--- config.mk ---
export PLATFORM = sky130hd
export DESIGN_NAME = control_sequencer_flat
export DESIGN_NICKNAME = d
export VERILOG_FILES = /design/src/rtl/control_sequencer_if.sv /design/src/rtl/control_sequencer.sv /design/src/flat_wrapper.sv
export SDC_FILE = /design/constraint.sdc
export NUM_CORES = 1
export LEC_CHECK = 0
export ABC_CLOCK_PERIOD_IN_PS = 2150
export BUFFER_PORTS_ARGS = -buffer_cell sky130_fd_sc_hd__buf_4
export CORE_MARGIN = 5
export CORE_UTILIZATION = 40
export CTS_CLUSTER_SIZE = 8
export DETAILED_ROUTE_END_ITERATION = 7
export HOLD_SLACK_MARGIN = 0.05
export PLACE_DENSITY = 0.86
export SETUP_SLACK_MARGIN = 0.1
export SLEW_MARGIN = 5
export SYNTH_ARGS = -nofsm -noshare
export SYNTH_HDL_FRONTEND = slang
export SYNTH_SLANG_ARGS = --single-unit
--- constraint.sdc ---
create_clock -name clock -period 2.15 [get_ports clock]
set_input_delay 0.215 -clock clock [delete_from_list [all_inputs] [get_ports clock]]
set_output_delay 0.215 -clock clock [all_outputs]
set_load 0.005 [all_outputs]
--- src/rtl/control_sequencer_if.sv ---
// Bundle between the control sequencer and the datapath: instruction/halt inputs,
// datapath strobes, register-select lines, ALU select and run status.
interface control_sequencer_if;
  logic [31:0] IR;
  logic        stop;
  logic        PCout, PCin, MARin, IncPC, read, MDRin, MDRout, IRin, Yin;
  logic        Zlowin, Zhighin, Zlowout, Zhighout, LOin, HIin;
  logic        Gra, Grb, Grc, Rin, Rout;
  logic [4:0]  ALU;
  logic        run;

  modport master (
    input  IR, stop,
    output PCout, PCin, MARin, IncPC, read, MDRin, MDRout, IRin, Yin,
           Zlowin, Zhighin, Zlowout, Zhighout, LOin, HIin,
           Gra, Grb, Grc, Rin, Rout, ALU, run
  );

  modport slave (
    output IR, stop,
    input  PCout, PCin, MARin, IncPC, read, MDRin, MDRout, IRin, Yin,
           Zlowin, Zhighin, Zlowout, Zhighout, LOin, HIin,
           Gra, Grb, Grc, Rin, Rout, ALU, run
  );
endinterface

--- src/rtl/control_sequencer.sv ---
// Moore control sequencer for a register/ALU datapath (fetch T0-T2, execute T3-T6).
// Define CTRL_MULDIV_EN to enable the MUL/DIV sequence; otherwise those opcodes act as NOP.
//
// state   | meaning
// RESET   | held by clear, all outputs 0
// T0      | PC to MAR, increment PC; stop sampled here
// T1      | memory read into MDR, PC updated
// T2      | MDR to IR
// T3      | first execute step (operand to Y)
// T4      | ALU operation
// T5      | result write-back (LO for MUL/DIV)
// T6      | HI write-back, MUL/DIV only
// HALT    | absorbing, left only via clear
module control_sequencer (
  input logic                  clock,
  input logic                  clear,
  control_sequencer_if.master  bus
);

  typedef enum logic [3:0] {
    S_RESET, S_T0, S_T1, S_T2, S_T3, S_T4, S_T5, S_T6, S_HALT
  } state_t;

  typedef enum logic [1:0] {K_ALU3, K_MULDIV, K_NOP, K_HALT} kind_t;

  typedef struct packed {
    logic PCout, PCin, MARin, IncPC, read, MDRin, MDRout, IRin, Yin;
    logic Zlowin, Zhighin, Zlowout, Zhighout, LOin, HIin;
    logic Gra, Grb, Grc, Rin, Rout;
    logic [4:0] ALU;
  } strobes_t;

  state_t   state;
  strobes_t strb;
  strobes_t t3;
  strobes_t outs;
  kind_t    kind;
  logic [4:0] alu_code;
  logic [4:0] opcode;

  assign opcode = bus.IR[31:27];

  always_comb begin
    kind     = K_NOP;
    alu_code = 5'b00000;
    case (opcode)
      5'b00011: begin kind = K_ALU3;   alu_code = 5'b00000; end
      5'b00100: begin kind = K_ALU3;   alu_code = 5'b00001; end
      5'b00101: begin kind = K_ALU3;   alu_code = 5'b00100; end
      5'b00110: begin kind = K_ALU3;   alu_code = 5'b00101; end
`ifdef CTRL_MULDIV_EN
      5'b01111: begin kind = K_MULDIV; alu_code = 5'b00010; end
      5'b10000: begin kind = K_MULDIV; alu_code = 5'b00011; end
`endif
      5'b11011: kind = K_HALT;
      default:  kind = K_NOP;
    endcase
  end

  function automatic strobes_t t0_strobes();
    strobes_t s;
    s        = '0;
    s.PCout  = 1'b1;
    s.MARin  = 1'b1;
    s.IncPC  = 1'b1;
    s.Zlowin = 1'b1;
    return s;
  endfunction

  // Strobes are registered alongside the state: each branch loads those of the state being entered.
  always_ff @(posedge clock) begin
    if (!clear) begin
      state <= S_RESET;
      strb  <= '0;
    end else begin
      strb <= '0;
      case (state)
        S_RESET: begin state <= S_T0; strb <= t0_strobes(); end
        S_T0: begin
          if (bus.stop) begin
            state <= S_HALT;
          end else begin
            state        <= S_T1;
            strb.Zlowout <= 1'b1;
            strb.PCin    <= 1'b1;
            strb.read    <= 1'b1;
            strb.MDRin   <= 1'b1;
          end
        end
        S_T1: begin state <= S_T2; strb.MDRout <= 1'b1; strb.IRin <= 1'b1; end
        S_T2: state <= S_T3;
        S_T3: begin
          case (kind)
            K_ALU3: begin
              state <= S_T4; strb.Grc <= 1'b1; strb.Rout <= 1'b1;
              strb.Zlowin <= 1'b1; strb.ALU <= alu_code;
            end
            K_MULDIV: begin
              state <= S_T4; strb.Grb <= 1'b1; strb.Rout <= 1'b1;
              strb.Zlowin <= 1'b1; strb.Zhighin <= 1'b1; strb.ALU <= alu_code;
            end
            K_HALT:  state <= S_HALT;
            default: begin state <= S_T0; strb <= t0_strobes(); end
          endcase
        end
        S_T4: begin
          state        <= S_T5;
          strb.Zlowout <= 1'b1;
          if (kind == K_MULDIV) begin
            strb.LOin <= 1'b1;
          end else begin
            strb.Gra <= 1'b1;
            strb.Rin <= 1'b1;
          end
        end
        S_T5: begin
          if (kind == K_MULDIV) begin
            state <= S_T6; strb.Zhighout <= 1'b1; strb.HIin <= 1'b1;
          end else begin
            state <= S_T0; strb <= t0_strobes();
          end
        end
        S_T6:    begin state <= S_T0; strb <= t0_strobes(); end
        S_HALT:  state <= S_HALT;
        default: state <= S_RESET;
      endcase
    end
  end

  // IR is only loaded at the T2->T3 edge, so T3 strobes are decoded from the live IR.
  always_comb begin
    t3 = '0;
    if (state == S_T3) begin
      if (kind == K_ALU3) begin
        t3.Grb = 1'b1; t3.Rout = 1'b1; t3.Yin = 1'b1;
      end else if (kind == K_MULDIV) begin
        t3.Gra = 1'b1; t3.Rout = 1'b1; t3.Yin = 1'b1;
      end
    end
    outs = strobes_t'(strb | t3);
  end

  assign bus.PCout   = outs.PCout;
  assign bus.PCin    = outs.PCin;
  assign bus.MARin   = outs.MARin;
  assign bus.IncPC   = outs.IncPC;
  assign bus.read    = outs.read;
  assign bus.MDRin   = outs.MDRin;
  assign bus.MDRout  = outs.MDRout;
  assign bus.IRin    = outs.IRin;
  assign bus.Yin     = outs.Yin;
  assign bus.Zlowin  = outs.Zlowin;
  assign bus.Zlowout = outs.Zlowout;
  assign bus.Gra     = outs.Gra;
  assign bus.Grb     = outs.Grb;
  assign bus.Grc     = outs.Grc;
  assign bus.Rin     = outs.Rin;
  assign bus.Rout    = outs.Rout;
  assign bus.ALU     = outs.ALU;
  assign bus.run     = (state != S_RESET) && (state != S_HALT);

`ifdef CTRL_MULDIV_EN
  assign bus.Zhighin  = outs.Zhighin;
  assign bus.Zhighout = outs.Zhighout;
  assign bus.LOin     = outs.LOin;
  assign bus.HIin     = outs.HIin;
  logic unused_bits;
  assign unused_bits = ^bus.IR[26:0];
`else
  assign bus.Zhighin  = 1'b0;
  assign bus.Zhighout = 1'b0;
  assign bus.LOin     = 1'b0;
  assign bus.HIin     = 1'b0;
  logic unused_bits;
  assign unused_bits = ^{bus.IR[26:0], outs.Zhighin, outs.Zhighout, outs.LOin, outs.HIin};
`endif

endmodule

--- src/flat_wrapper.sv ---
// flat-port wrapper written by rule: the top's interface ports become plain ports
module control_sequencer_flat 
  (clock, clear, bus_IR, bus_stop, bus_PCout, bus_PCin, bus_MARin, bus_IncPC, bus_read, bus_MDRin, bus_MDRout, bus_IRin, bus_Yin, bus_Zlowin, bus_Zhighin, bus_Zlowout, bus_Zhighout, bus_LOin, bus_HIin, bus_Gra, bus_Grb, bus_Grc, bus_Rin, bus_Rout, bus_ALU, bus_run);
  control_sequencer_if bus_i ();
  input logic clock;
  input logic clear;
  input wire logic [$bits(bus_i.IR)-1:0] bus_IR;
  input wire logic [$bits(bus_i.stop)-1:0] bus_stop;
  output wire logic [$bits(bus_i.PCout)-1:0] bus_PCout;
  output wire logic [$bits(bus_i.PCin)-1:0] bus_PCin;
  output wire logic [$bits(bus_i.MARin)-1:0] bus_MARin;
  output wire logic [$bits(bus_i.IncPC)-1:0] bus_IncPC;
  output wire logic [$bits(bus_i.read)-1:0] bus_read;
  output wire logic [$bits(bus_i.MDRin)-1:0] bus_MDRin;
  output wire logic [$bits(bus_i.MDRout)-1:0] bus_MDRout;
  output wire logic [$bits(bus_i.IRin)-1:0] bus_IRin;
  output wire logic [$bits(bus_i.Yin)-1:0] bus_Yin;
  output wire logic [$bits(bus_i.Zlowin)-1:0] bus_Zlowin;
  output wire logic [$bits(bus_i.Zhighin)-1:0] bus_Zhighin;
  output wire logic [$bits(bus_i.Zlowout)-1:0] bus_Zlowout;
  output wire logic [$bits(bus_i.Zhighout)-1:0] bus_Zhighout;
  output wire logic [$bits(bus_i.LOin)-1:0] bus_LOin;
  output wire logic [$bits(bus_i.HIin)-1:0] bus_HIin;
  output wire logic [$bits(bus_i.Gra)-1:0] bus_Gra;
  output wire logic [$bits(bus_i.Grb)-1:0] bus_Grb;
  output wire logic [$bits(bus_i.Grc)-1:0] bus_Grc;
  output wire logic [$bits(bus_i.Rin)-1:0] bus_Rin;
  output wire logic [$bits(bus_i.Rout)-1:0] bus_Rout;
  output wire logic [$bits(bus_i.ALU)-1:0] bus_ALU;
  output wire logic [$bits(bus_i.run)-1:0] bus_run;
  assign bus_i.IR = bus_IR;
  assign bus_i.stop = bus_stop;
  assign bus_PCout = bus_i.PCout;
  assign bus_PCin = bus_i.PCin;
  assign bus_MARin = bus_i.MARin;
  assign bus_IncPC = bus_i.IncPC;
  assign bus_read = bus_i.read;
  assign bus_MDRin = bus_i.MDRin;
  assign bus_MDRout = bus_i.MDRout;
  assign bus_IRin = bus_i.IRin;
  assign bus_Yin = bus_i.Yin;
  assign bus_Zlowin = bus_i.Zlowin;
  assign bus_Zhighin = bus_i.Zhighin;
  assign bus_Zlowout = bus_i.Zlowout;
  assign bus_Zhighout = bus_i.Zhighout;
  assign bus_LOin = bus_i.LOin;
  assign bus_HIin = bus_i.HIin;
  assign bus_Gra = bus_i.Gra;
  assign bus_Grb = bus_i.Grb;
  assign bus_Grc = bus_i.Grc;
  assign bus_Rin = bus_i.Rin;
  assign bus_Rout = bus_i.Rout;
  assign bus_ALU = bus_i.ALU;
  assign bus_run = bus_i.run;
  control_sequencer u_core (.clock(clock), .clear(clear), .bus(bus_i));
endmodule
==> results of run 1 <==
## path summary, 6_finish.rpt
kind / startpoint / end / slack [ns] / depth (start not counted)
worst min-delay path: bus_stop / u_core.strb[23]$_SDFF_PN0_ / 0.11 / 2
worst max register to register: u_core.state[2]$_SDFF_PN0_ / u_core.state[3]$_SDFF_PN0_ / 0.84 / 3
worst max-delay path: u_core.state[2]$_SDFF_PN0_ / bus_Rout / 0.27 / 4
worst min register to register: u_core.state[2]$_SDFF_PN0_ / u_core.strb[9]$_SDFF_PN0_ / 0.54 / 2
## cell type report
cell class	instances	area, µm²	area share
clock inverter	1	5.00	0.00562
clock buffer	3	22.5	0.0253
multi-input combinational	53	324	0.364
tap	25	31.3	0.0351
timing repair buffer	26	195	0.219
sequential	15	302	0.338
inverter	3	11.3	0.0126
## cell families after synthesis
family	after synthesis
other	1
buffers and inverters	19
AO/OA/AOI/OAI	12
flip-flops	15
AND/OR/NAND/NOR	31
XOR/XNOR	2
## registers in the layout (all words and copies together), names as in the netlist
register      count
u_core.strb      11
u_core.state      4
## critical path: cells and delay by family (launching register included)
family / cells / cell delay (ns)
AOI/OAI and AO/OA: 1 / 0.13
buffers and inverters: 1 / 0.13
DFF: 1 / 0.46
and+or+nand+nor: 2 / 0.66
## where the power goes
group	leakage (nW)	total [mW]	internal (mW)	switching, mW
Combinational	0.279	0.214	0.127	0.0869
Sequential	0.123	0.364	0.319	0.0453
Clock	0.0177	0.157	0.0691	0.0882
Total	0.420	0.736	0.515	0.220
## synth_stat cells (all sizes together)
cell type / number / share of area
dfxtp: 15 / 0.41
or3b: 1 / 0.015
buf: 15 / 0.16
nor2b: 2 / 0.017
clkbuf: 1 / 0.0052
o22ai: 1 / 0.0086
a21o: 1 / 0.010
a211oi: 1 / 0.010
conb: 1 / 0.0052
a21boi: 1 / 0.010
nand4: 1 / 0.0086
a41o: 1 / 0.014
nor4: 1 / 0.017
inv: 3 / 0.015
nand3b: 2 / 0.021
o21ai: 3 / 0.021
o21bai: 2 / 0.021
or2: 1 / 0.0086
o221ai: 1 / 0.012
or3: 2 / 0.024
nand3: 2 / 0.014
nor2: 8 / 0.041
xnor2: 1 / 0.012
xor2: 1 / 0.012
nand2: 5 / 0.026
nor3: 3 / 0.021
o311a: 1 / 0.014
and3b: 2 / 0.026
nor4b: 1 / 0.021
## layer usage
layer	wire [µm]	vias to the layer above	share of wire	GRT usage
li1	-	295	-	-
met3	111	6	0.076	0.0342
met5	0	-	0	0
met2	779	35	0.53	0.190
met4	41	0	0.028	0.0894
met1	534	271	0.36	0.108
==> flow_metrics.tcl, run 1 <==
set metrics [dict create \
    min_period_ns 1.88 \
    synthMuxAreaShare 0 \
    drtIter0Drc 20 \
    ys_types 34 \
    stdcell_count 126 \
    placed_cells 122 \
    final_cell_mix "26 x buf_4, 14 x dfxtp_1, 8 x nor2_1, 8 x conb_1, 5 x nand2_1" \
    ir_worst_vdd_mv 0.327 \
    power.density_nw_per_um2 826 \
    fin_area_um2 891 \
    grt_max_degree 12 \
    crit_path_max_fanout 11 \
    finalSetupViolCount 0 \
    timing.final.ws_setup_ns 0.270 \
    ys_ff_latch 15 \
    synth_top_family_by_area "simple AND/OR/NAND/NOR gates" \
    post-route-util 0.516 \
    slew_violations 0 \
    syn_area_um2 727 \
    post_cts_buffers 0 \
    final_common_cell "buf_4" \
    gp_congestion 0.809 \
    worst_ep_arrival_time_ns 1.67 \
    holdWs_ns 0.107 \
    clkSinkCount 15 \
    syn_inst 80 \
    dieArea_um2 2770 \
    power.total_mw 0.736 \
    path_cells "or3b_4 > or2_1 > o21bai_1 > buf_4" \
    rows 15 \
    rsz0062_at_grt "no" \
    hold_violations 0 \
    fin_setup_tns_ns 0 \
    synth-simple-area-share 0.260 \
    grt_pass1_vias 531 \
    max_cap_violations 0 \
    clk_latency_ns 0.29 \
    grt_usage 0.111 \
    drive_gt1_frac 0.356 \
    crit_slowest_cell "dfxtp_2" \
    fillers 170 \
    outcome "complete, no violations" \
    hp-class "in2reg" \
    yosys.area_share.adder 0 \
    hpwlAfterDp_um 1130 \
    worstSetupStartpointType "flop" \
    die_x_um 52.6 \
    coreArea_um2 1730 \
    grt_pass1_wl_um 2200 \
    placed_area_um2 862 \
    nets 137 \
    fin_crit_sh 0.874 \
    synth_compound_area_frac 0.120 \
    hold_buffers 0 \
    ant_nets 0 \
    syn2layout_area_growth_pct 22.5 \
    portBuffers 26 \
    ys.warnings.count 0 \
    synthXorXnorAreaFrac 0.0241 \
    io_pins 61 \
    max_freq_ghz 0.532 \
    fin_skew_ns 0.00738 \
    cts_tree "yes" \
    insertedDiodeCount 0 \
    critical_path_class "reg2out" \
    synth_seq_area_share 0.413 \
    cts_resized 0 \
    vias 607 \
    endpoint_kind "output pin" \
    drt_pass1_iterations 4 \
    clock-root-buffer "clkbuf_4" \
    place_ws_ns 0.461 \
    clk_pin_slew_ns 0.09 \
    vias_per_cell 4.82 \
    leakage_nw 0.420 \
    grt-ovfl-total 0 \
    start_util 0.421 \
    drt_wl_total_um 1470 \
    worstPathRequired_ns 1.93 \
    numCtsBuffers 3 \
    wl_per_cell_um 11.6 \
    ctsLongestPathBuffers 2 \
    slowest_delay_ns 0.46 \
    antenna_found_initial 0 \
    htreeDepth 1 \
    drc 0 \
    avgSynthCellArea_um2 9.09 \
    die_h_um 52.6 \
]
Note: power is estimated with default switching activity, not from simulation.
==> run 2: changes to the inputs <==
--- a/config.mk
+++ b/config.mk
@@ -7,8 +7,10 @@
 export LEC_CHECK = 0
 export ABC_CLOCK_PERIOD_IN_PS = 2150
 export BUFFER_PORTS_ARGS = -buffer_cell sky130_fd_sc_hd__buf_4
+export CELL_PAD_IN_SITES_DETAIL_PLACEMENT = 0
+export CELL_PAD_IN_SITES_GLOBAL_PLACEMENT = 1
 export CORE_MARGIN = 5
-export CORE_UTILIZATION = 40
+export CORE_UTILIZATION = 27
 export CTS_CLUSTER_SIZE = 8
 export DETAILED_ROUTE_END_ITERATION = 7
 export HOLD_SLACK_MARGIN = 0.05
==> run 2 against run 1 <==
Against the previous run: cell count up 4.0%; non-clock buffer count stayed put; clock power up 5%; maximum frequency rose by 1.8%; combinational power about the same; die area increased by 38%; critical path type unchanged; critical endpoint unchanged; largest power group unchanged; highest routed layer unchanged.
==> flow_metrics.tcl, run 2 (synthesis gave the netlist of run 1 again) <==
set metrics [dict create \
    cts_tree "yes" \
    crit_path_max_fanout 11 \
    htreeDepth 1 \
    worstPathRequired_ns 1.93 \
    max_cap_violations 0 \
    path_buf_inv 1 \
    ctsLongestPathBuffers 2 \
    largest_reg_flops 11 \
    vias_per_cell 4.43 \
    final_common_cell "buf_4" \
    post-route-util 0.355 \
    stdcell_count 131 \
    drive_gt1_frac 0.347 \
    fin_crit_sh 0.859 \
    vias 580 \
    clk_latency_ns 0.29 \
    clk_pin_slew_ns 0.09 \
    start_util 0.288 \
    path_cells "or3b_4 > or2_1 > o21bai_1 > buf_4" \
    grt_max_degree 12 \
    hold_buffers 0 \
    crit_slowest_cell "dfxtp_2" \
    globalRouteMet2Util 0.135 \
    place_ws_ns 0.492 \
    use_met1 0.0796 \
    fin_skew_ns 0.00654 \
    placed_cells 127 \
    min_period_ns 1.85 \
    critical_path.endpoint "bus_Rout" \
    critical_path_class "reg2out" \
    grt_pass1_vias 510 \
    hpwlAfterDp_um 1120 \
    syn2layout_area_growth_pct 23.2 \
    drc 0 \
    leakage_nw 0.417 \
    die_x_um 61.9 \
    hp-class "in2reg" \
    dieArea_um2 3830 \
    slowest_delay_ns 0.44 \
    hold_violations 0 \
    power.density_nw_per_um2 829 \
    clkSinkCount 15 \
    coreArea_um2 2520 \
    grt.busiest_layer "met2" \
    ant_nets 0 \
    final_cell_mix "26 x buf_4, 14 x dfxtp_1, 8 x nor2_1, 8 x conb_1, 5 x nand2_1" \
    insertedDiodeCount 0 \
    reg2reg_slack_ns 0.87 \
    drt_pass1_iterations 4 \
    min_from "bus_stop" \
    die_h_um 61.9 \
    antenna_found_initial 0 \
    cts_resized 0 \
    slew_violations 0 \
    grt_usage 0.0768 \
    drt_wl_total_um 1440 \
    grt_util_met3 0.0186 \
    gp_congestion 0.804 \
    numCtsBuffers 3 \
    post_cts_buffers 0 \
    biggestRegsByFlops "u_core.strb (11), u_core.state (4)" \
    rsz0062_at_grt "no" \
    regMostFlops "u_core.strb" \
    clock-root-buffer "clkbuf_4" \
    ir_worst_vdd_mv 0.373 \
    drtIter0Drc 7 \
    worst_ep_arrival_time_ns 1.63 \
    r2r-end "u_core.state[3]$_SDFF_PN0_" \
    finalSetupViolCount 0 \
    io_pins 61 \
    path_depth 4 \
    portBuffers 26 \
    fillers 259 \
    nets 137 \
    r2r-start "u_core.state[2]$_SDFF_PN0_" \
    endpoint_kind "output pin" \
    wl_per_cell_um 11.0 \
    fin_setup_tns_ns 0 \
    cpLargestDelayFamily "simple AND/OR/NAND/NOR gates" \
    worstSetupStartpointType "flop" \
    grt_pass1_wl_um 2150 \
    rows 18 \
    outcome "complete, no violations" \
    max_freq_ghz 0.542 \
    startpoint "u_core.state[2]$_SDFF_PN0_" \
    reg2regPathDepth 3 \
    timing.final.ws_setup_ns 0.304 \
    grt-ovfl-total 0 \
]
run 2: changes by cell type in the layout (fill, tap and decap cells not counted), sizes merged:
cell / delta
clkinv: -1
clkbuf: +1
run 2: per-stage QoR:
| step | area [µm²] | power [mW] | hold slack, ns |
|---|---|---|---|
| finish | 896 | 0.743 | 0.101 |
| global route | 896 | 0.787 | 0.0886 |
| CTS | 895 | 0.749 | 0.0928 |
| detailed placement | 868 | 0.584 | 0.403 |
| global placement | 868 | 0.578 | 0.398 |
| floorplan | 753 | 0.510 | 0.287 |
run 2: power by group:
group / switching, mW / internal (mW)
Sequential: 0.0457 / 0.319
Combinational: 0.0863 / 0.127
Clock: 0.0927 / 0.0721
run 2: final cells by class:
class	instances	area, µm²	area share
multi-input combinational	53	324	0.362
sequential	15	302	0.337
timing repair buffer	26	195	0.218
tap	30	37.5	0.0419
clock buffer	4	26.3	0.0293
inverter	3	11.3	0.0126
run 2: how the worst min path moves through the flow:
stage                     depth (start not counted)                         end  slack [ns]
after floorplan                                   1   u_core.strb[0]$_SDFF_PN0_        0.29
after global placement                            2  u_core.strb[20]$_SDFF_PN0_        0.40
after detailed placement                          2  u_core.strb[23]$_SDFF_PN0_        0.40
after CTS                                         2  u_core.strb[23]$_SDFF_PN0_        0.09
after global routing                              2  u_core.strb[20]$_SDFF_PN0_        0.09
final                                             2  u_core.strb[23]$_SDFF_PN0_        0.10
run 2: layer usage:
metal / up-vias / part of all wire
li1: 294 / -
met1: 265 / 0.39
met2: 19 / 0.54
met3: 2 / 0.059
met5: - / 0
met4: 0 / 0.015
